### src/rtl/dac_tx.sv
// -----------------------------------------------------------------------------
// dac_tx : serial transmitter for the DAC side of the analog path.
//
// Accepts 8-bit samples over a valid/ready handshake into a one-deep holding
// register, frames each one as {2'b00, sample, 6'b000000} and shifts it out
// MSB first on a divided serial clock with an active-low frame strobe.
//
// Parameters:
//   CLK_DIV  : osc_clk cycles per half-period of dac_sclk (>= 2)
//   GAP_BITS : idle dac_sclk periods with dac_sync high between frames (>= 1)
//
// Ports:
//   osc_clk      in   sole clock, rising edge
//   reset        in   synchronous, active-high
//   sample_data  in   [7:0] sample to transmit
//   sample_valid in   sample_data is valid
//   sample_ready out  holding register empty
//   dac_sclk     out  serial clock, idles low, DAC samples on its rising edge
//   dac_sync     out  frame strobe, active low
//   dac_din      out  serial data, changes on dac_sclk falls or at frame start
//   busy         out  FSM not in IDLE
//   frame_done   out  one-cycle pulse at end of each frame
//
// Build option:
//   DAC_TX_REPEAT_EN : when defined, an empty holding register after the gap
//                      retransmits the last frame (refresh mode), once at
//                      least one frame has completed since reset.
// -----------------------------------------------------------------------------
module dac_tx #(
  parameter int CLK_DIV  = 64,
  parameter int GAP_BITS = 2
) (
  input  logic       osc_clk,
  input  logic       reset,
  input  logic [7:0] sample_data,
  input  logic       sample_valid,
  output logic       sample_ready,
  output logic       dac_sclk,
  output logic       dac_sync,
  output logic       dac_din,
  output logic       busy,
  output logic       frame_done
);

  typedef enum logic [1:0] {IDLE, SHIFT, GAP} state_t;

  localparam int GAP_LEN = 2 * GAP_BITS * CLK_DIV;
  localparam int DIV_W   = $clog2(CLK_DIV);
  localparam int GAP_W   = $clog2(GAP_LEN);
  localparam logic [DIV_W-1:0] DIV_LAST = DIV_W'(CLK_DIV - 1);
  localparam logic [GAP_W-1:0] GAP_LAST = GAP_W'(GAP_LEN - 1);

  state_t            state, next_state;
  logic [DIV_W-1:0]  div_cnt;
  logic [GAP_W-1:0]  gap_cnt;
  logic [3:0]        bit_cnt;
  logic              hold_full;
  logic [7:0]        hold_reg;
  logic [14:0]       shreg;       // remaining bits; frame[15] goes straight to dac_din
  logic [7:0]        load_sample;
  logic [15:0]       load_frame;
  logic              accept;
  logic              load;
  logic              gap_done;
  logic              repeat_ok;

`ifdef DAC_TX_REPEAT_EN
  logic       sent_any;
  logic [7:0] last_sample;

  assign repeat_ok   = sent_any;
  assign load_sample = hold_full ? hold_reg : last_sample;
`else
  assign repeat_ok   = 1'b0;
  assign load_sample = hold_reg;
`endif

  assign accept       = sample_valid && !hold_full;
  assign sample_ready = !hold_full;
  assign busy         = (state != IDLE);
  assign load         = (state == IDLE) && (hold_full || repeat_ok);
  assign load_frame   = {2'b00, load_sample, 6'b000000};
  assign gap_done     = (state == GAP) && (gap_cnt == GAP_LAST);

  // NOTE: sequential state uses non-blocking assignments so every register
  // samples the pre-edge values, independent of block evaluation order.
  always_ff @(posedge osc_clk) begin
    if (reset) state <= IDLE;
    else       state <= next_state;
  end

  // NOTE: next_state gets a default before the case so no path leaves it
  // unassigned, which would otherwise infer a latch.
  always_comb begin
    next_state = state;
    unique case (state)
      IDLE:    if (load) next_state = SHIFT;
      SHIFT:   if (div_cnt == DIV_LAST && dac_sclk && bit_cnt == 4'd15) next_state = GAP;
      GAP:     if (gap_done) next_state = IDLE;
      default: next_state = IDLE;
    endcase
  end

  // Control registers and outputs.
  always_ff @(posedge osc_clk) begin
    if (reset) begin
      hold_full  <= 1'b0;
      div_cnt    <= '0;
      gap_cnt    <= '0;
      bit_cnt    <= '0;
      dac_sclk   <= 1'b0;
      dac_sync   <= 1'b1;
      dac_din    <= 1'b0;
      frame_done <= 1'b0;
`ifdef DAC_TX_REPEAT_EN
      sent_any   <= 1'b0;
`endif
    end else begin
      frame_done <= 1'b0;

      // Accept and load are mutually exclusive: accept needs hold_full low.
      if (accept)                 hold_full <= 1'b1;
      else if (load && hold_full) hold_full <= 1'b0;

      unique case (state)
        IDLE: begin
          div_cnt  <= '0;
          gap_cnt  <= '0;
          dac_sclk <= 1'b0;
          if (load) begin
            dac_sync <= 1'b0;
            dac_din  <= load_frame[15];
            bit_cnt  <= '0;
          end else begin
            dac_sync <= 1'b1;
            dac_din  <= 1'b0;
          end
        end
        SHIFT: begin
          if (div_cnt == DIV_LAST) begin
            div_cnt  <= '0;
            dac_sclk <= !dac_sclk;
            if (dac_sclk) begin
              // 1->0 transition: advance to the next bit or close the frame.
              if (bit_cnt == 4'd15) begin
                dac_sync   <= 1'b1;
                dac_din    <= 1'b0;
                frame_done <= 1'b1;
`ifdef DAC_TX_REPEAT_EN
                sent_any   <= 1'b1;
`endif
              end else begin
                bit_cnt <= bit_cnt + 4'd1;
                dac_din <= shreg[14];
              end
            end
          end else begin
            div_cnt <= div_cnt + 1'b1;
          end
        end
        GAP: begin
          dac_sclk <= 1'b0;
          gap_cnt  <= gap_cnt + 1'b1;
        end
        default: ;
      endcase
    end
  end

  // NOTE: pure data registers carry no reset; hold_full and the FSM decide
  // when their contents are meaningful, so stale values are never observed.
  always_ff @(posedge osc_clk) begin
    if (accept) hold_reg <= sample_data;
    if (load)
      shreg <= load_frame[14:0];
    else if (state == SHIFT && div_cnt == DIV_LAST && dac_sclk)
      shreg <= {shreg[13:0], 1'b0};
`ifdef DAC_TX_REPEAT_EN
    if (load) last_sample <= load_sample;
`endif
  end

endmodule

### config.mk
export PLATFORM = sky130hd
export DESIGN_NAME = dac_tx
export DESIGN_NICKNAME = d
export VERILOG_FILES = /design/src/rtl/dac_tx.sv
export SDC_FILE = /design/constraint.sdc
export NUM_CORES = 1
export LEC_CHECK = 0
export CAP_MARGIN = 20
export CORE_ASPECT_RATIO = 0.9
export CORE_MARGIN = 1
export CORE_UTILIZATION = 40
export CTS_CLUSTER_DIAMETER = 80
export DETAILED_ROUTE_END_ITERATION = 8
export PLACE_DENSITY = 0.56
export SYNTH_ARGS = -nofsm -noshare
export SYNTH_HDL_FRONTEND = slang
export SYNTH_SLANG_ARGS = --single-unit
### constraint.sdc
create_clock -name osc_clk -period 3.2 [get_ports osc_clk]
set_clock_uncertainty 0.1 [all_clocks]
set_input_delay 0.48 -clock osc_clk [delete_from_list [all_inputs] [get_ports osc_clk]]
set_output_delay 0.48 -clock osc_clk [all_outputs]
set_load 0.005 [all_outputs]
==> metrics.yaml <==
hold_path.class: "reg -> reg"
synth_area_mm2: 0.00184
drt_iter0_markers: 109
synth.avg_cell_area_um2: 10.8
p_per_area_mw_per_mm2: 498
report.final.slew_viol_count: 0
synth-seq-cells: 42
postCtsSetupBuffers: 0
synth_common_cells: "dfxtp_1 (26), nor2_1 (17), edfxtp_1 (16)"
grt-ovfl-total: 0
portBuffers: 16
die_h_um: 66.4
place.gp.congestion: 0.805
finalSetupTns_ns: 0
rows: 23
grt_pass1_vias: 1215
clkLatencyLatePin_ns: 0.29
post_dp_cell_area_mm2: 0.00204
path_clk_slew_ns: 0.08
synth_most_common_cell: "dfxtp_1"
synth_edf_count: 16
relSlewSlack: 0.457
firstDrtPassIters: 4
ys_warn_count: 0
dieArea_mm2: 0.00488
rsz0062_at_grt: "no"
hold_viol: 0
synthArstFlopShare: 0
cts_max_level: 2
largest_reg_flops: 9
fin_area_mm2: 0.00215
min_period_over_period: 0.724
critical_path.max_fanout: 20
synthToLayoutAreaGrowth_pct: 16.8
core_mm2: 0.00443
avgRoutedWirePerCell_um: 13.2
grt_antenna_before_repair: 0
end_kind: "primary output"
max_freq_ghz: 0.431
cts_tree: "yes"
tightest_slew_ns: 0.812
cts_resized: 0
power_mw: 1.07
critPathArrivalTime_ns: 1.74
worstPathRequired_ns: 2.62
grt_pass1_wl_mm: 5.69
cts-root-buf: "clkbuf_8"
n_antenna_cell: 0
clock-sinks: 42
syn_inst: 171
dp_slack_ns: 0.953
crit_path_start_kind: "register"
hold_buffers: 0
synth_cell_types: 38
dr_wl_met2_mm: 1.52
initial_core_util: 0.415
synth_ff_type: "dfxtp_1"
criticalPathCategory: "reg -> out"
finalSetupViolCount: 0
layout-drive-gt1-share: 0.122
die_w_um: 73.5
post-dp-hpwl_mm: 2.37
wl_met3_um: 150
ir_drop_v: 0.000298
highest_layer: "met4"
drt_drc_violations_left: 0
synth_nets: 185
synth_area_leaders: "dfxtp_1 (28%), edfxtp_1 (26%), mux2_2 (4.3%), nor2_1 (3.5%), nand3_1 (2.7%)"
fin_cells: 251
finalNetCount: 202
clockBufferDepth: 2
fin_ws_ns: 0.882
ios: 17
wl_mm: 3.32
cts_buffers: 5
grt_max_degree: 25
ant_nets: 0
p_leak_nw: 0.735
grt_usage: 0.156
yosys.area.top_type_share: 0.283
ys_seq_area_frac: 0.544
cap_viol_max_count: 0
vias: 1294
dp.cells: 243
outcome: "complete, no violations"
met1_length_mm: 1.63
vias_per_cell: 5.16
synth_area_leader_cell: "dfxtp_1"
fin_crit_ns: 2.32
worst paths after layout:
path                  from         end  slack [ns]  cells past startpoint
setup / recovery  state[0]        busy        0.88                      2
setup reg to reg  state[0]  bit_cnt[2]        0.95                      4
hold reg to reg   dac_sync    dac_sync        0.39                      2
hold / removal    dac_sync    dac_sync        0.39                      2
placed cells by master, fill, tap and decap left out, types with 3 or more instances in the layout:
cell             Yosys  layout
a22oi_1              3       3
edfxtp_1            16      16
o21ai_0              6       6
xor2_1               4       4
nor3_1               3       3
nand3_1             10      10
nor2_1              17      17
nand2b_1             7       7
xnor2_1              3       3
clkdlybuf4s50_1      0      16
ha_1                 3       3
a21oi_1              9       9
clkbuf_8             0       5
nor2b_1              5       5
dfxtp_1             26      26
a31oi_1              3       3
mux2_2               7       7
or4_1                3       3
nand2_1              9       9
and2_1               3       3
and3_1               4       4
report_power, final:
group / total [mW] / internal, mW / switching [mW]
registers: 0.590 / 0.577 / 0.0126
clock network: 0.404 / 0.230 / 0.175
logic: 0.0767 / 0.0387 / 0.0379
worst max-delay path, cell delays in order (launching register included):
cell	delay, ns
dfxtp_1	0.71
or2_2	0.24
clkdlybuf4s50_1	0.50
metal layers:
metal	vias to the layer above	track usage
met1	605	0.218
met2	26	0.228
met4	0	0.0505
met3	2	0.0488
li1	661	-
met5	-	0
logic make-up (layout without fill, tap and decap cells):
kind of cell             count (synthesis)  count (layout)  share of synthesized area
buffers and inverters                    8              26                     0.0245
AO/OA/AOI/OAI                           33              33                      0.130
AND/OR/NAND/NOR                         71              71                      0.205
multiplexers                             7               7                     0.0428
XOR/XNOR                                 7               7                     0.0333
adder cells (fa/ha/maj)                  3               3                     0.0204
flip-flops                              42              42                      0.544
through the flow:
step	util	hold WS, ns
5_1_grt	0.485	0.438
3_5_place_dp	0.460	0.377
3_3_place_gp	0.460	0.375
2_1_floorplan	-	0.348
4_1_cts	0.485	0.391
6_report	0.485	0.393
cell type report:
class                   count  area [um^2]
clock buffers               5         68.8
flip-flops and latches     42         1000
inverters                   2         7.51
well taps                  62         77.6
repair buffers             16          160
clock inverters             3         40.0
multi-input cells         121          795
fillers                   412         2280
Note: power is estimated with default switching activity, not from simulation.
